$ cat config.mk
export PLATFORM = sky130hd
export DESIGN_NAME = pulse_period_monitor
export DESIGN_NICKNAME = d
export VERILOG_FILES = /design/src/rtl/pulse_mon_pkg.sv /design/src/rtl/pulse_interval_ctr.sv /design/src/rtl/pulse_period_monitor.sv
export SDC_FILE = /design/constraint.sdc
export NUM_CORES = 1
export LEC_CHECK = 0
export CORE_UTILIZATION = 60
export DETAILED_ROUTE_END_ITERATION = 10
export PLACE_DENSITY = 0.84
export SLEW_MARGIN = 30
export SYNTH_ARGS = -nofsm -noshare
export SYNTH_HDL_FRONTEND = slang
export SYNTH_HIERARCHICAL = 1
export SYNTH_SLANG_ARGS = --single-unit
$ cat constraint.sdc
create_clock -name clk -period 5.9 [get_ports clk]
set_input_delay 0.59 -clock clk [delete_from_list [all_inputs] [get_ports clk]]
set_output_delay 0.59 -clock clk [all_outputs]
set_load 0.01 [all_outputs]
$ cat src/rtl/pulse_mon_pkg.sv
// rtl/pulse_mon_pkg.sv - shared state encoding and window helper for pulse_period_monitor
package pulse_mon_pkg;

    typedef enum logic [1:0] {
        SEARCH  = 2'd0,
        ACQUIRE = 2'd1,
        LOCKED  = 2'd2
    } state_e;

    // Inclusive window [period-tol, period+tol], written without subtraction to avoid underflow.
    function automatic logic in_window(input logic [31:0] interval,
                                       input logic [31:0] period,
                                       input logic [31:0] tol);
        return ((interval + tol) >= period) && (interval <= (period + tol));
    endfunction

endpackage

$ cat src/rtl/pulse_interval_ctr.sv
// rtl/pulse_interval_ctr.sv - saturating pulse-to-pulse interval counter with timeout detect
module pulse_interval_ctr #(
    parameter int W      = 16,
    parameter int PERIOD = 17501,
    parameter int TOL    = 2
) (
    input  logic         clk,
    input  logic         rst,
    input  logic         run,
    input  logic         sig,
    output logic [W-1:0] interval,
    output logic         pulse,
    output logic         timeout
);

    localparam logic [W:0] LIMIT = (W+1)'(PERIOD + TOL);

    logic [W-1:0] cnt_q;
    logic [W-1:0] cnt_d;

    always_comb begin
        interval = (&cnt_q) ? cnt_q : cnt_q + 1'b1;
        pulse    = run & sig;
        timeout  = run & ~sig & ({1'b0, interval} > LIMIT);
        cnt_d    = (run && !sig) ? interval : '0;
    end

    always_ff @(posedge clk) begin
        if (!rst) begin
            cnt_q <= '0;
        end else begin
            cnt_q <= cnt_d;
        end
    end

endmodule

$ cat src/rtl/pulse_period_monitor.sv
// rtl/pulse_period_monitor.sv - period lock monitor for generator pulses; PULSE_MON_STICKY_ERR_EN makes error flags sticky
module pulse_period_monitor
    import pulse_mon_pkg::*;
#(
    parameter int N        = 17500,
    parameter int CBITS    = 15,
    parameter int TOL      = 2,
    parameter int LOCK_CNT = 3,
    parameter int MBITS    = 8
) (
    input  logic             clk,
    input  logic             rst,
    input  logic             sig,
    input  logic             clr,
    output logic             locked,
    output logic             err_early,
    output logic             err_late,
    output logic [CBITS:0]   period,
    output logic [MBITS-1:0] miss_cnt
);

    localparam int PERIOD = N + 1;
    localparam int W      = CBITS + 1;
    localparam int GW     = $clog2(LOCK_CNT + 1);

    state_e           state_q, state_d;
    logic [GW-1:0]    good_q, good_d;
    logic             locked_q, locked_d;
    logic             err_early_q, err_early_d;
    logic             err_late_q, err_late_d;
    logic [W-1:0]     period_q, period_d;
    logic [MBITS-1:0] miss_cnt_q, miss_cnt_d;

    logic [W-1:0] interval;
    logic         pulse;
    logic         timeout;
    logic         win;
    logic         early_evt;
    logic         late_evt;

    pulse_interval_ctr #(.W(W), .PERIOD(PERIOD), .TOL(TOL)) u_ctr (
        .clk      (clk),
        .rst      (rst),
        .run      (state_q != SEARCH),
        .sig      (sig),
        .interval (interval),
        .pulse    (pulse),
        .timeout  (timeout)
    );

    always_comb begin
        state_d   = state_q;
        good_d    = good_q;
        period_d  = period_q;
        early_evt = 1'b0;
        late_evt  = 1'b0;
        win       = in_window(32'(interval), 32'(PERIOD), 32'(TOL));

        if (pulse) begin
            period_d = interval;
        end

        case (state_q)
            SEARCH: begin
                if (sig) begin
                    state_d = ACQUIRE;
                    good_d  = '0;
                end
            end
            ACQUIRE: begin
                if (pulse) begin
                    if (!win) begin
                        good_d = '0;
                    end else if (32'(good_q) + 32'd1 == 32'(LOCK_CNT)) begin
                        state_d = LOCKED;
                        good_d  = '0;
                    end else begin
                        good_d = good_q + 1'b1;
                    end
                end else if (timeout) begin
                    state_d = SEARCH;
                    good_d  = '0;
                end
            end
            LOCKED: begin
                // A late pulse landing on the timeout cycle drops lock quietly; only a true gap counts as a miss.
                if (pulse) begin
                    if (!win) begin
                        early_evt = (32'(interval) < 32'(PERIOD - TOL));
                        state_d   = ACQUIRE;
                        good_d    = '0;
                    end
                end else if (timeout) begin
                    late_evt = 1'b1;
                    state_d  = SEARCH;
                    good_d   = '0;
                end
            end
            default: begin
                state_d = SEARCH;
                good_d  = '0;
            end
        endcase

        locked_d = (state_d == LOCKED);

        if (clr) begin
            miss_cnt_d = '0;
        end else if (late_evt && !(&miss_cnt_q)) begin
            miss_cnt_d = miss_cnt_q + 1'b1;
        end else begin
            miss_cnt_d = miss_cnt_q;
        end

`ifdef PULSE_MON_STICKY_ERR_EN
        err_early_d = early_evt | (err_early_q & ~clr);
        err_late_d  = late_evt  | (err_late_q  & ~clr);
`else
        err_early_d = early_evt;
        err_late_d  = late_evt;
`endif
    end

    always_ff @(posedge clk) begin
        if (!rst) begin
            state_q     <= SEARCH;
            good_q      <= '0;
            locked_q    <= 1'b0;
            err_early_q <= 1'b0;
            err_late_q  <= 1'b0;
            period_q    <= '0;
            miss_cnt_q  <= '0;
        end else begin
            state_q     <= state_d;
            good_q      <= good_d;
            locked_q    <= locked_d;
            err_early_q <= err_early_d;
            err_late_q  <= err_late_d;
            period_q    <= period_d;
            miss_cnt_q  <= miss_cnt_d;
        end
    end

    assign locked    = locked_q;
    assign err_early = err_early_q;
    assign err_late  = err_late_q;
    assign period    = period_q;
    assign miss_cnt  = miss_cnt_q;

endmodule

==> flow_metrics.py <==
metrics = {
    "placed_design": {
        "postPlaceCellArea_um2": 3090,
        "portBuffers": 30,
        "gp_congestion": 0.877,
        "dp_hpwl_um": 4330,
        "pre_cts_ws_ns": 1.44,
    },
    "logic_synthesis": {
        "synth_top_cell_area_share_pct": 34.0,
        "synthTopCellsByCount": "dfxtp_1, nand2_1, nor2b_1",
        "yosysUniqueCellTypes": 59,
        "async_reset_ff_share_pct": 0,
        "synth_edf_count": 0,
        "netlist_area_um2": 2770,
        "syn-num-nets": 332,
        "synth_area_leaders": "dfxtp_1, mux2i_1, nor2b_1, ha_1, nand2_1",
        "ys_ff_latch": 47,
        "synth.most_common_cell": "dfxtp_1",
        "seq_area_frac_synth_pct": 34.0,
        "syn_avg_cell_area_um2": 8.68,
        "yosys_warnings": 6,
        "syn_inst": 319,
        "synth.largest_area_cell": "dfxtp_1",
        "synth_ff_type": "dfxtp_1",
    },
    "clocking": {
        "cts_tree": "built",
        "holdBufCountCts": 0,
        "cts.path.max_buffers": 2,
        "cts_setup_buffers": 0,
        "worstSkewPairLatency_ns": 0.30,
        "clock_tree.root_cell": "clkbuf_8",
        "clk_pin_slew_ns": 0.08,
        "cts_made_buffers": 5,
        "cts-resized-gates": 0,
        "numClockSinks": 47,
        "cts_max_level": 2,
    },
    "detailed_routing": {
        "drt-initial-drc-count": 86,
        "drt_pass1_iterations": 5,
        "antenna_left": 0,
        "via_per_inst": 6.03,
        "routedWlPerCell_um": 15.0,
        "dr_total_vias": 2399,
        "drc": 0,
        "routed_wl_um": 5970,
    },
    "timing": {
        "hold_violations": 0,
        "slew_headroom_pct": 39.3,
        "worst_pin_slew_ns": 0.903,
        "holdWs_ns": 0.509,
        "drv_slew": 0,
        "fin_ws_ns": 1.35,
        "period_share_pct": 77.1,
        "fin_crit_ns": 4.55,
        "setup_viol": 0,
        "fin_tns_setup_ns": 0,
        "rsz0062_at_grt": "no",
        "timing.fmax_mhz": 220,
        "fin_skew_ns": 0.00529,
    },
    "grt": {
        "globalRouteOverflowTotal": 0,
        "antenna_found_initial": 0,
        "grt_pass1_vias": 2174,
        "grt_pass1_wl_um": 9890,
        "grt_max_degree": 31,
        "track_usage_pct": 24.9,
    },
    "final_layout": {
        "multi_input_area_um2": 1720,
        "area_growth_pct": 15.7,
        "nNetsFinal": 358,
        "post-route-util_pct": 73.1,
        "antenna_cells": 0,
        "register_area_um2": 941,
        "drive_gt1_share_pct": 8.09,
        "fillers": 345,
        "design_area_um2": 3200,
    },
    "floorplan": {
        "dieWidth_um": 69.9,
        "initial_core_util_pct": 63.1,
        "coreArea_um2": 4380,
        "dieArea_um2": 4890,
        "ios": 31,
        "fp.dieH_um": 69.9,
        "row_count": 24,
    },
    "setup_path": {
        "worst-path-max-fanout": 13,
        "worstPathRequired_ns": 6.08,
        "endpoint_kind": "flop",
        "crit_start": "u_ctr/cnt_q[0]$_SDFF_PN0_",
        "critPathKind": "flop to flop",
        "r2r_slack_ns": 1.35,
        "cp-start-kind": "flop",
        "crit_arrival_ns": 4.73,
        "reg2reg_from": "u_ctr/cnt_q[0]$_SDFF_PN0_",
        "crit_end": "good_q[1]$_SDFFE_PN0P_",
        "r2r_end": "good_q[1]$_SDFFE_PN0P_",
        "worstRegToRegCells": 13,
    },
    "hold_path": {
        "min_path_cells": 2,
        "holdCritPathClass": "flop to flop",
    },
    "power_and_ir_drop": {
        "powerDensity_nw_per_um2": 185,
        "irDropWorstVdd_uv": 120,
        "p_leak_nw": 1.06,
    },
    "run": {
        "max-cap-violations": 0,
    },
    "outcome": {
        "status": "finished clean",
    },
}
==> sequential cells by signal (all words and copies together) (netlist names) <==
signal,count
state_q,2
u_ctr/cnt_q,16
period,16
err_early,1
good_q,2
err_late,1
locked,1
miss_cnt,8
==> kinds of logic (layout without fill, tap and decap cells) <==
family | Yosys count | count (layout) | share of synthesized area (%)
AOI/OAI and AO/OA | 50 | 50 | 12.2
xor gates and xnor gates | 16 | 16 | 5.33
adders and majority gates | 9 | 9 | 4.07
buffers and inverters | 25 | 52 | 3.89
DFF | 47 | 47 | 34.0
muxes | 24 | 24 | 8.86
and+or+nand+nor | 148 | 148 | 31.7
==> cell usage in the layout, fill, tap and decap left out, types with 2 or more instances in the layout <==
cell type / instances
ha_1: 9
nor3b_1: 4
o211ai_1: 6
nor4_2: 2
nor3_1: 9
or3_1: 3
buf_4: 2
mux2i_1: 20
a22oi_1: 2
nand3_1: 8
clkbuf_8: 6
nor4b_1: 2
o21ai_0: 10
a211oi_1: 2
nor2_1: 20
nand4_1: 10
xor2_1: 8
clkdlybuf4s50_1: 30
o22ai_1: 2
nor2b_1: 28
nand3b_1: 2
nand2b_1: 4
a21oi_1: 12
nor4_1: 5
nand2_1: 28
o31ai_1: 2
a31oi_1: 3
nand3_2: 2
dfxtp_1: 47
and3_1: 7
xnor2_1: 7
or4_1: 2
mux2_2: 4
nand4_2: 2
inv_1: 12
==> worst min path at each step <==
| stage | start | to | slack [ns] |
|---|---|---|---|
| finish | good_q[0]$_SDFFE_PN0P_ | good_q[0]$_SDFFE_PN0P_ | 0.51 |
| global route | period[13]$_SDFFE_PN0P_ | period[13]$_SDFFE_PN0P_ | 0.55 |
| CTS | good_q[0]$_SDFFE_PN0P_ | good_q[0]$_SDFFE_PN0P_ | 0.50 |
| detailed placement | miss_cnt[5]$_SDFFE_PP0P_ | miss_cnt[5]$_SDFFE_PP0P_ | 0.49 |
| global placement | good_q[0]$_SDFFE_PN0P_ | good_q[0]$_SDFFE_PN0P_ | 0.48 |
| floorplan | good_q[0]$_SDFFE_PN0P_ | good_q[0]$_SDFFE_PN0P_ | 0.46 |
==> power by group <==
group / internal [W] / switching, W / total, W / leakage, nW
Clock: 0.000137 / 0.000104 / 0.000241 / 0.0612
Sequential: 0.000318 / 0.00000156 / 0.000320 / 0.379
Combinational: 0.0000137 / 0.0000186 / 0.0000324 / 0.619
==> final cells by class <==
type	instances	share of cell area (%)
flip-flops and latches	47	29.4
inverters	12	1.41
clock buffers	6	2.58
clock inverters	2	1.09
well taps	52	2.03
multi-input cells	247	53.7
repair buffers	32	9.84
==> per-stage QoR <==
step	instances	total power [W]
2_1_floorplan	319	0.000350
3_3_place_gp	390	0.000359
3_5_place_dp	390	0.000359
4_1_cts	398	0.000597
5_1_grt	398	0.000613
6_report	398	0.000593
==> critical path: stages (launching register included) <==
cell	delay (ns)
dfxtp_1	0.40
ha_1	0.22
nand4_1	0.40
or4_1	0.80
nand2_1	0.14
xnor2_1	0.39
ha_1	0.37
nand3_2	0.13
nor4_1	0.33
mux2_2	0.36
a31oi_1	0.32
a21oi_1	0.19
o211ai_1	0.25
o41ai_2	0.10
==> layer usage <==
metal / up-vias / GRT usage [%] / routed length (um)
met2: 81 / 41.1 / 2880
met4: 0 / 8.00 / 91
met5: - / 0 / 0
li1: 1207 / - / -
met3: 10 / 4.04 / 280
met1: 1101 / 33.3 / 2720
Note: power is estimated with default switching activity, not from simulation.
